[config.mk]
export PLATFORM = sky130hd
export DESIGN_NAME = excp_redirect_ctrl
export DESIGN_NICKNAME = d
export VERILOG_FILES = /design/src/rtl/excp_redirect_ctrl.sv
export SDC_FILE = /design/constraint.sdc
export NUM_CORES = 1
export LEC_CHECK = 0
export CAP_MARGIN = 20
export CORE_UTILIZATION = 36
export CTS_CLUSTER_DIAMETER = 60
export DETAILED_ROUTE_END_ITERATION = 12
export PLACE_DENSITY = 0.93
export SETUP_SLACK_MARGIN = 0.15
export SYNTH_ARGS = -nofsm -noshare
export SYNTH_HDL_FRONTEND = slang
export SYNTH_SLANG_ARGS = --single-unit
[constraint.sdc]
create_clock -name clk -period 1.9 [get_ports clk]
set_input_delay 0.57 -clock clk [delete_from_list [all_inputs] [get_ports clk]]
set_output_delay 0.57 -clock clk [all_outputs]
set_load 0.1 [all_outputs]
[src/rtl/excp_redirect_ctrl.sv]
// ---------------------------------------------------------------------------
// excp_redirect_ctrl
//
// Purpose:
//   Sequences the pipeline flush and PC redirect that follow a WB-stage
//   exception or ERTN commit. It also produces the masked, registered
//   interrupt request that decode tags onto the next instruction. This block
//   is the only source of flush and redirect in the core.
//
//   Sequence: IDLE -> FLUSH (always exactly one cycle) -> REDIRECT (held
//   until IF accepts) -> IDLE. If IF accepts during the FLUSH cycle, the
//   sequence skips REDIRECT and returns to IDLE at once.
//
// Handshake (redirect_valid / redirect_ready):
//   redirect_valid is high in FLUSH and REDIRECT. While it is high,
//   redirect_pc holds a stable value. A transfer happens on a rising clk edge
//   when redirect_valid and redirect_ready are both high. The state is back
//   to IDLE in the cycle after that edge. Once redirect_valid goes high, it
//   stays high until the transfer completes.
//
// Ports:
//   clk, reset        clock; synchronous active-high reset
//   ws_excp, ws_ertn  WB commits an exception / ERTN this cycle
//   csr_eentry        exception entry address
//   csr_era           ERTN return address
//   csr_crmd_ie       global interrupt enable
//   csr_estat_is      pending interrupt lines
//   csr_ecfg_lie      per-line interrupt enables
//   flush             kill all in-flight instructions in IF..MEM
//   fetch_stall       IF must not issue new fetches
//   redirect_valid    redirect PC offered to IF
//   redirect_pc       redirect target PC
//   redirect_ready    IF accepts the redirect this cycle
//   int_req           interrupt pending; decode tags the next instruction
//   dbg_state         current FSM state (0 IDLE, 1 FLUSH, 2 REDIRECT)
// ---------------------------------------------------------------------------
module excp_redirect_ctrl #(
    parameter int INT_NUM       = 13,
    parameter int ERTN_INT_HOLD = 2
) (
    input  logic               clk,
    input  logic               reset,
    input  logic               ws_excp,
    input  logic               ws_ertn,
    input  logic [31:0]        csr_eentry,
    input  logic [31:0]        csr_era,
    input  logic               csr_crmd_ie,
    input  logic [INT_NUM-1:0] csr_estat_is,
    input  logic [INT_NUM-1:0] csr_ecfg_lie,
    output logic               flush,
    output logic               fetch_stall,
    output logic               redirect_valid,
    output logic [31:0]        redirect_pc,
    input  logic               redirect_ready,
    output logic               int_req,
    output logic [1:0]         dbg_state
);

    // A hold of 0 still needs a 1-bit counter. With a load value of 0, that
    // counter is always 0, so the hold has no effect.
    localparam int HOLD_W = (ERTN_INT_HOLD > 0) ? $clog2(ERTN_INT_HOLD + 1) : 1;
    localparam logic [HOLD_W-1:0] HOLD_LOAD = HOLD_W'(ERTN_INT_HOLD);

    typedef enum logic [1:0] {
        S_IDLE     = 2'd0,
        S_FLUSH    = 2'd1,
        S_REDIRECT = 2'd2
    } state_t;

    state_t              r_state;
    state_t              w_state_nxt;

    logic                r_seq_ertn;     // current sequence came from an ERTN
    logic [31:0]         r_redirect_pc;
    logic [HOLD_W-1:0]   r_hold;
    logic                r_flush;
    logic                r_fetch_stall;
    logic                r_redirect_valid;
    logic                r_int_req;

    logic                w_start;
    logic                w_seq_done;
    logic [HOLD_W-1:0]   w_hold_nxt;
    logic                w_flush_nxt;
    logic                w_fetch_stall_nxt;
    logic                w_redirect_valid_nxt;
    logic                w_int_pend;
    logic                w_int_req_nxt;

    // Events that arrive outside IDLE are ignored, because the pipeline is
    // already being flushed.
    assign w_start    = (r_state == S_IDLE) && (ws_excp || ws_ertn);
    assign w_seq_done = (r_state != S_IDLE) && (w_state_nxt == S_IDLE);

    // ---------------- state register ----------------
    always_ff @(posedge clk) begin
        if (reset) begin
            r_state <= S_IDLE;
        end else begin
            r_state <= w_state_nxt;
        end
    end

    // ---------------- next-state logic ----------------
    always_comb begin
        w_state_nxt = r_state;
        case (r_state)
            S_IDLE:     w_state_nxt = w_start ? S_FLUSH : S_IDLE;
            S_FLUSH:    w_state_nxt = redirect_ready ? S_IDLE : S_REDIRECT;
            S_REDIRECT: w_state_nxt = redirect_ready ? S_IDLE : S_REDIRECT;
            default:    w_state_nxt = S_IDLE;
        endcase
    end

    // ---------------- output logic (next values of registered outputs) ----------------
    always_comb begin
        // The hold counter clears when a new sequence starts. It loads only
        // when an ERTN sequence completes. Otherwise it counts down and stops
        // at 0.
        w_hold_nxt = r_hold;
        if (w_start) begin
            w_hold_nxt = '0;
        end else if (w_seq_done && r_seq_ertn) begin
            w_hold_nxt = HOLD_LOAD;
        end else if (r_hold != '0) begin
            w_hold_nxt = r_hold - HOLD_W'(1);
        end

        // Outputs decode the next state, so they switch on the same edge as
        // the state does. There is no path from ws_* to the ports that
        // bypasses a flop.
        w_flush_nxt          = (w_state_nxt == S_FLUSH);
        w_fetch_stall_nxt    = (w_state_nxt != S_IDLE);
        w_redirect_valid_nxt = (w_state_nxt != S_IDLE);

        w_int_pend    = csr_crmd_ie && (|(csr_estat_is & csr_ecfg_lie));
        // Uses the next hold value, so int_req stays low for the first
        // ERTN_INT_HOLD IDLE cycles after an ERTN redirect.
        w_int_req_nxt = w_int_pend && (w_state_nxt == S_IDLE) && (w_hold_nxt == '0);
    end

    // ---------------- datapath / output registers ----------------
    always_ff @(posedge clk) begin
        if (reset) begin
            r_seq_ertn       <= 1'b0;
            r_redirect_pc    <= 32'd0;
            r_hold           <= '0;
            r_flush          <= 1'b0;
            r_fetch_stall    <= 1'b0;
            r_redirect_valid <= 1'b0;
            r_int_req        <= 1'b0;
        end else begin
            if (w_start) begin
                // If both events arrive together, the exception wins.
                r_seq_ertn    <= !ws_excp;
                r_redirect_pc <= ws_excp ? csr_eentry : csr_era;
            end
            r_hold           <= w_hold_nxt;
            r_flush          <= w_flush_nxt;
            r_fetch_stall    <= w_fetch_stall_nxt;
            r_redirect_valid <= w_redirect_valid_nxt;
            r_int_req        <= w_int_req_nxt;
        end
    end

    assign flush          = r_flush;
    assign fetch_stall    = r_fetch_stall;
    assign redirect_valid = r_redirect_valid;
    assign redirect_pc    = r_redirect_pc;
    assign int_req        = r_int_req;
    assign dbg_state      = r_state;

endmodule
# == Yosys cells after proc, flatten, opt, wreduce, memory -nomap -nowiden ==
# Index checks and enable logic that the tools add are counted.
# op_classes
muxes,7
n_eq_ne,3
addsub,1
bitwise_logic,1
reduce_logical,16
# ops
cell,count
$mux W32,1
$and A13 B13 Y13,1
$reduce_or A13 Y1,1
$mux W2,4
$logic_and A1 B1 Y1,6
$logic_not A2 Y1,3
$reduce_bool A2 Y1,3
$eq A2 B1 Y1 const B,2
$pmux W2 S2,1
$eq A2 B2 Y1 const B,1
$reduce_or A2 Y1,1
$sub A2 B1 Y2 const B,1
$logic_not A1 Y1,1
$logic_or A1 B1 Y1,1
$mux W1,1
# word_totals
wordCells,35
in_bits,96
ff_bits,40
out_inout_bits,38

# == Logic depth before layout (Yosys ltp) ==
# logic_depth
depth_word,11
depth_mapped,6
ltp_nobuf,5

# == Least setup slack after synthesis ==
# No wires, ideal clock.
# synth_path
path_kind,reg-to-reg
start,reg r_state[0] (netlist: dbg_state[0])
end,reg r_int_req (netlist: int_req)
period_less_slack_ps,2069
setup_time_ps,103
t_required_ps,1797
stages_incl_launch_ff,6
t_arrival_ps,1966
setup_slack_ps,-169
path_buffers,0
path_cell_list,dfxtp_1 inv_1 ha_1 or3b_1 nand4b_1 a2111oi_2
# synth_between
elab_chain_len,11
elab_cells_between_ends,16
cone_classes,eq/ne (2); mux (4); reduce/logical (10)
# synth_rtl
item,line_no,text
"start, declared",70,state_t r_state;
"start signal, assigned",100,r_state <= w_state_nxt;
$logic_not A2 Y1,"92, 107",
$logic_and A1 B1 Y1,92,assign w_start = (r_state == S_IDLE) && (ws_excp || ws_ertn);
$mux W1,108,S_IDLE: w_state_nxt = w_start ? S_FLUSH : S_IDLE;
$pmux W2 S2,107,case (r_state)
$logic_not A2 Y1,"93, 139",
$logic_and A1 B1 Y1,93,assign w_seq_done = (r_state != S_IDLE) && (w_state_nxt == S_IDLE);
$logic_and A1 B1 Y1,123,end else if (w_seq_done && r_seq_ertn) begin
$mux W2,123,
$mux W2,121,if (w_start) begin
$logic_not A2 Y1,139,w_int_req_nxt = w_int_pend && (w_state_nxt == S_IDLE) && (w_hold_nxt == '0);
$logic_and A1 B1 Y1 *,139,
"end signal, assigned",162,r_int_req <= w_int_req_nxt;
"end, declared",79,logic r_int_req;
# Every way passes the cells marked *; elsewhere a longest branch is shown, timed or not.
# A chain may end at the register's enable or synchronous reset.

# == Worst setup path in the final report ==
# layout_path
start,in ws_ertn
end,reg r_redirect_pc[2] (netlist: redirect_pc[2])
# layout_between
elab_chain_len,2
# layout_rtl
item,line_no,text
"start, declared",44,"input logic ws_ertn,"
$logic_or A1 B1 Y1,92,
$logic_and A1 B1 Y1,92,
"end signal, assigned",156,r_redirect_pc <= ws_excp ? csr_eentry : csr_era;
"end, declared",74,logic [31:0] r_redirect_pc;
# No other way between the ends.

==> impl_metrics.tcl <==
set metrics [dict create \
    ios 134 \
    syn_avg_cell_area_sq_um 10.8 \
    cts_tree "done" \
    synth_cell_type_count 29 \
    antenna_left 0 \
    pwr_density_cell_mw_per_mm2 850 \
    total_power_uw 3290 \
    dieArea_sq_mm 0.00579 \
    detail_route.iter0.violations 63 \
    finalSetupViolCount 0 \
    finish.utilization_pct 74.3 \
    grt_overflow_total 0 \
    drive_above_1_share_pct 28.9 \
    fin_crit_sh_pct 85.9 \
    nets 412 \
    wl_per_cell_um 13.7 \
    cp.required_ns 2.10 \
    initial_utilization_pct 38.0 \
    outcome "finished, final reports clean" \
    synth_ff_type "dfxtp_1" \
    synth_edf_count 0 \
    seq_area_frac_synth_pct 40.5 \
    vias 1896 \
    place_area_sq_mm 0.00375 \
    routed_wirelength_um 5270 \
    cts_resized 0 \
    vias_per_cell 4.92 \
    dr.pass1.iters 4 \
    fin_skew_ns 0.00445 \
    clock_sinks 40 \
    crit_path_end_kind "register" \
    cts_buffer_depth 2 \
    min-delay-path-class "reg -> reg" \
    slew_viol_final 0 \
    fmax_mhz 612 \
    first_global_vias 1944 \
    stdcell_area_sq_mm 0.00387 \
    synthesis.nets 281 \
    ctsHoldBuffers 0 \
    final-hold-violation-count 0 \
    leakagePower_uw 0.00155 \
    worstPathMaxFanout 34 \
    grt_max_degree 35 \
    clock_latency_ns 0.29 \
    htreeDepth 2 \
    synthToLayoutAreaGrowth_pct 95.7 \
    antenna_cells 0 \
    fp.dieH_um 76.1 \
    die_w_um 76.1 \
    fill_cells 385 \
    antenna_found_initial 0 \
    ys_ff_latch 40 \
    dp_hpwl_um 4390 \
    yosys_warnings 0 \
    clk_pin_slew_worst_paths_ns 0.08 \
    cp-start-kind "input port" \
    std_cell_rows 26 \
    grt_usage_pct 19.1 \
    ys_async_sr_fraction_pct 0 \
    postCtsSetupBuffers 0 \
    gp_congestion 0.754 \
    fin_crit_ns 1.63 \
    drc 0 \
    relSlewSlack_pct 69.5 \
    ir_drop_mv 0.579 \
    max_cap_viol_count 0 \
    worstPathArrival_ns 1.83 \
    fin_tns_setup_ns 0 \
    syn_inst 183 \
    io_buffer_count 133 \
    path_class "in -> reg" \
    rsz0062_at_grt "no" \
    cts_buffers 5 \
    cts-root-buf "clkbuf_8" \
    core_area_sq_mm 0.00520 \
    grt_pass1_wl_um 8930 \
    syn_area_sq_mm 0.00198 \
    tightest_slew_ns 0.458 \
]
[cells by family after synthesis]
| logic type | Yosys count | share of synthesized area [%] |
|---|---|---|
| buffers and inverters | 18 | 6.27 |
| and+or+nand+nor | 46 | 10.9 |
| adders and majority gates | 2 | 1.27 |
| DFF | 40 | 40.5 |
| muxes | 32 | 16.2 |
| AOI/OAI and AO/OA | 45 | 24.8 |
[sequential cells by signal, indices dropped and copies added, names as in the netlist]
signal and cells:
redirect_pc 32, redirect_valid 1, int_req 1, r_hold 2, flush 1, dbg_state 2
r_seq_ertn 1
[report_power, final]
| part | switching [uW] | internal (uW) |
|---|---|---|
| logic | 918 | 660 |
| registers | 93.4 | 930 |
| clock network | 299 | 389 |
[layout by cell type (no fill, tap or decap)]
master / netlist / routed
buf_12: 0 / 42
dfxtp_1: 40 / 37
a222oi_1: 1 / 1
nor3b_1: 1 / 1
nor3_1: 1 / 1
clkinvlp_4: 0 / 1
a21oi_1: 2 / 2
nor4_2: 1 / 1
nand2b_1: 2 / 2
a211oi_2: 29 / 29
a22oi_1: 5 / 5
dfxtp_2: 0 / 3
a211oi_1: 4 / 4
a2111oi_2: 1 / 1
or3b_1: 1 / 1
and3_1: 2 / 2
nor3b_2: 1 / 1
nand4b_1: 1 / 1
o21a_4: 1 / 1
o21ai_0: 1 / 1
mux2i_1: 32 / 32
inv_1: 2 / 2
nand2_1: 1 / 1
clkbuf_8: 0 / 5
clkdlybuf4s50_1: 0 / 93
buf_4: 2 / 3
bufinv_16: 0 / 1
o21ai_1: 1 / 1
ha_1: 2 / 2
buf_2: 3 / 2
clkinv_2: 0 / 1
nor2_1: 35 / 35
[path summary, 6_finish.rpt]
path | start | endpoint | slack (ns) | cells past startpoint
max | ws_ertn | redirect_pc[2] | 0.27 | 5
max reg2reg | dbg_state[0] | int_req | 0.36 | 5
min reg2reg | r_hold[1] | r_hold[0] | 0.50 | 2
min | r_hold[1] | r_hold[0] | 0.50 | 2
[metrics by stage]
stage          cells  hold WS [ns]  setup slack, ns
2_1_floorplan    183         0.452            0.158
3_3_place_gp     377         0.469           0.0664
3_5_place_dp     377         0.481          -0.0243
4_1_cts          385         0.510            0.280
5_1_grt          385         0.559            0.216
6_report         385         0.500            0.267
[cell usage after synthesis (3+ instances only)]
library cell | instances | area [sq um]
a211oi_2 | 29 | 363
dfxtp_1 | 40 | 801
nor2_1 | 35 | 131
a211oi_1 | 4 | 30.0
mux2i_1 | 32 | 320
buf_6 | 5 | 56.3
buf_2 | 3 | 15.0
a22oi_1 | 5 | 37.5
[critical path: stages]
cell,delay (ns)
clkdlybuf4s50_1,0.54
o21a_4,0.22
buf_12,0.22
nor2_1,0.07
a211oi_1,0.22
[area by class of cell]
class	instances	area, sq um	area share (%)
tap	70	87.6	2.27
clock inverter	3	42.5	1.10
timing repair buffer	140	1800	46.7
clock buffer	5	68.8	1.78
inverter	2	7.51	0.194
sequential	40	805	20.8
multi-input combinational	125	1050	27.2
[routing by layer]
metal | track usage [%] | wire [um]
met5 | 0 | 0
met3 | 7.07 | 500
met4 | 6.92 | 94
met2 | 36.1 | 2800
met1 | 18.9 | 1880
Note: power is estimated with default switching activity, not from simulation.
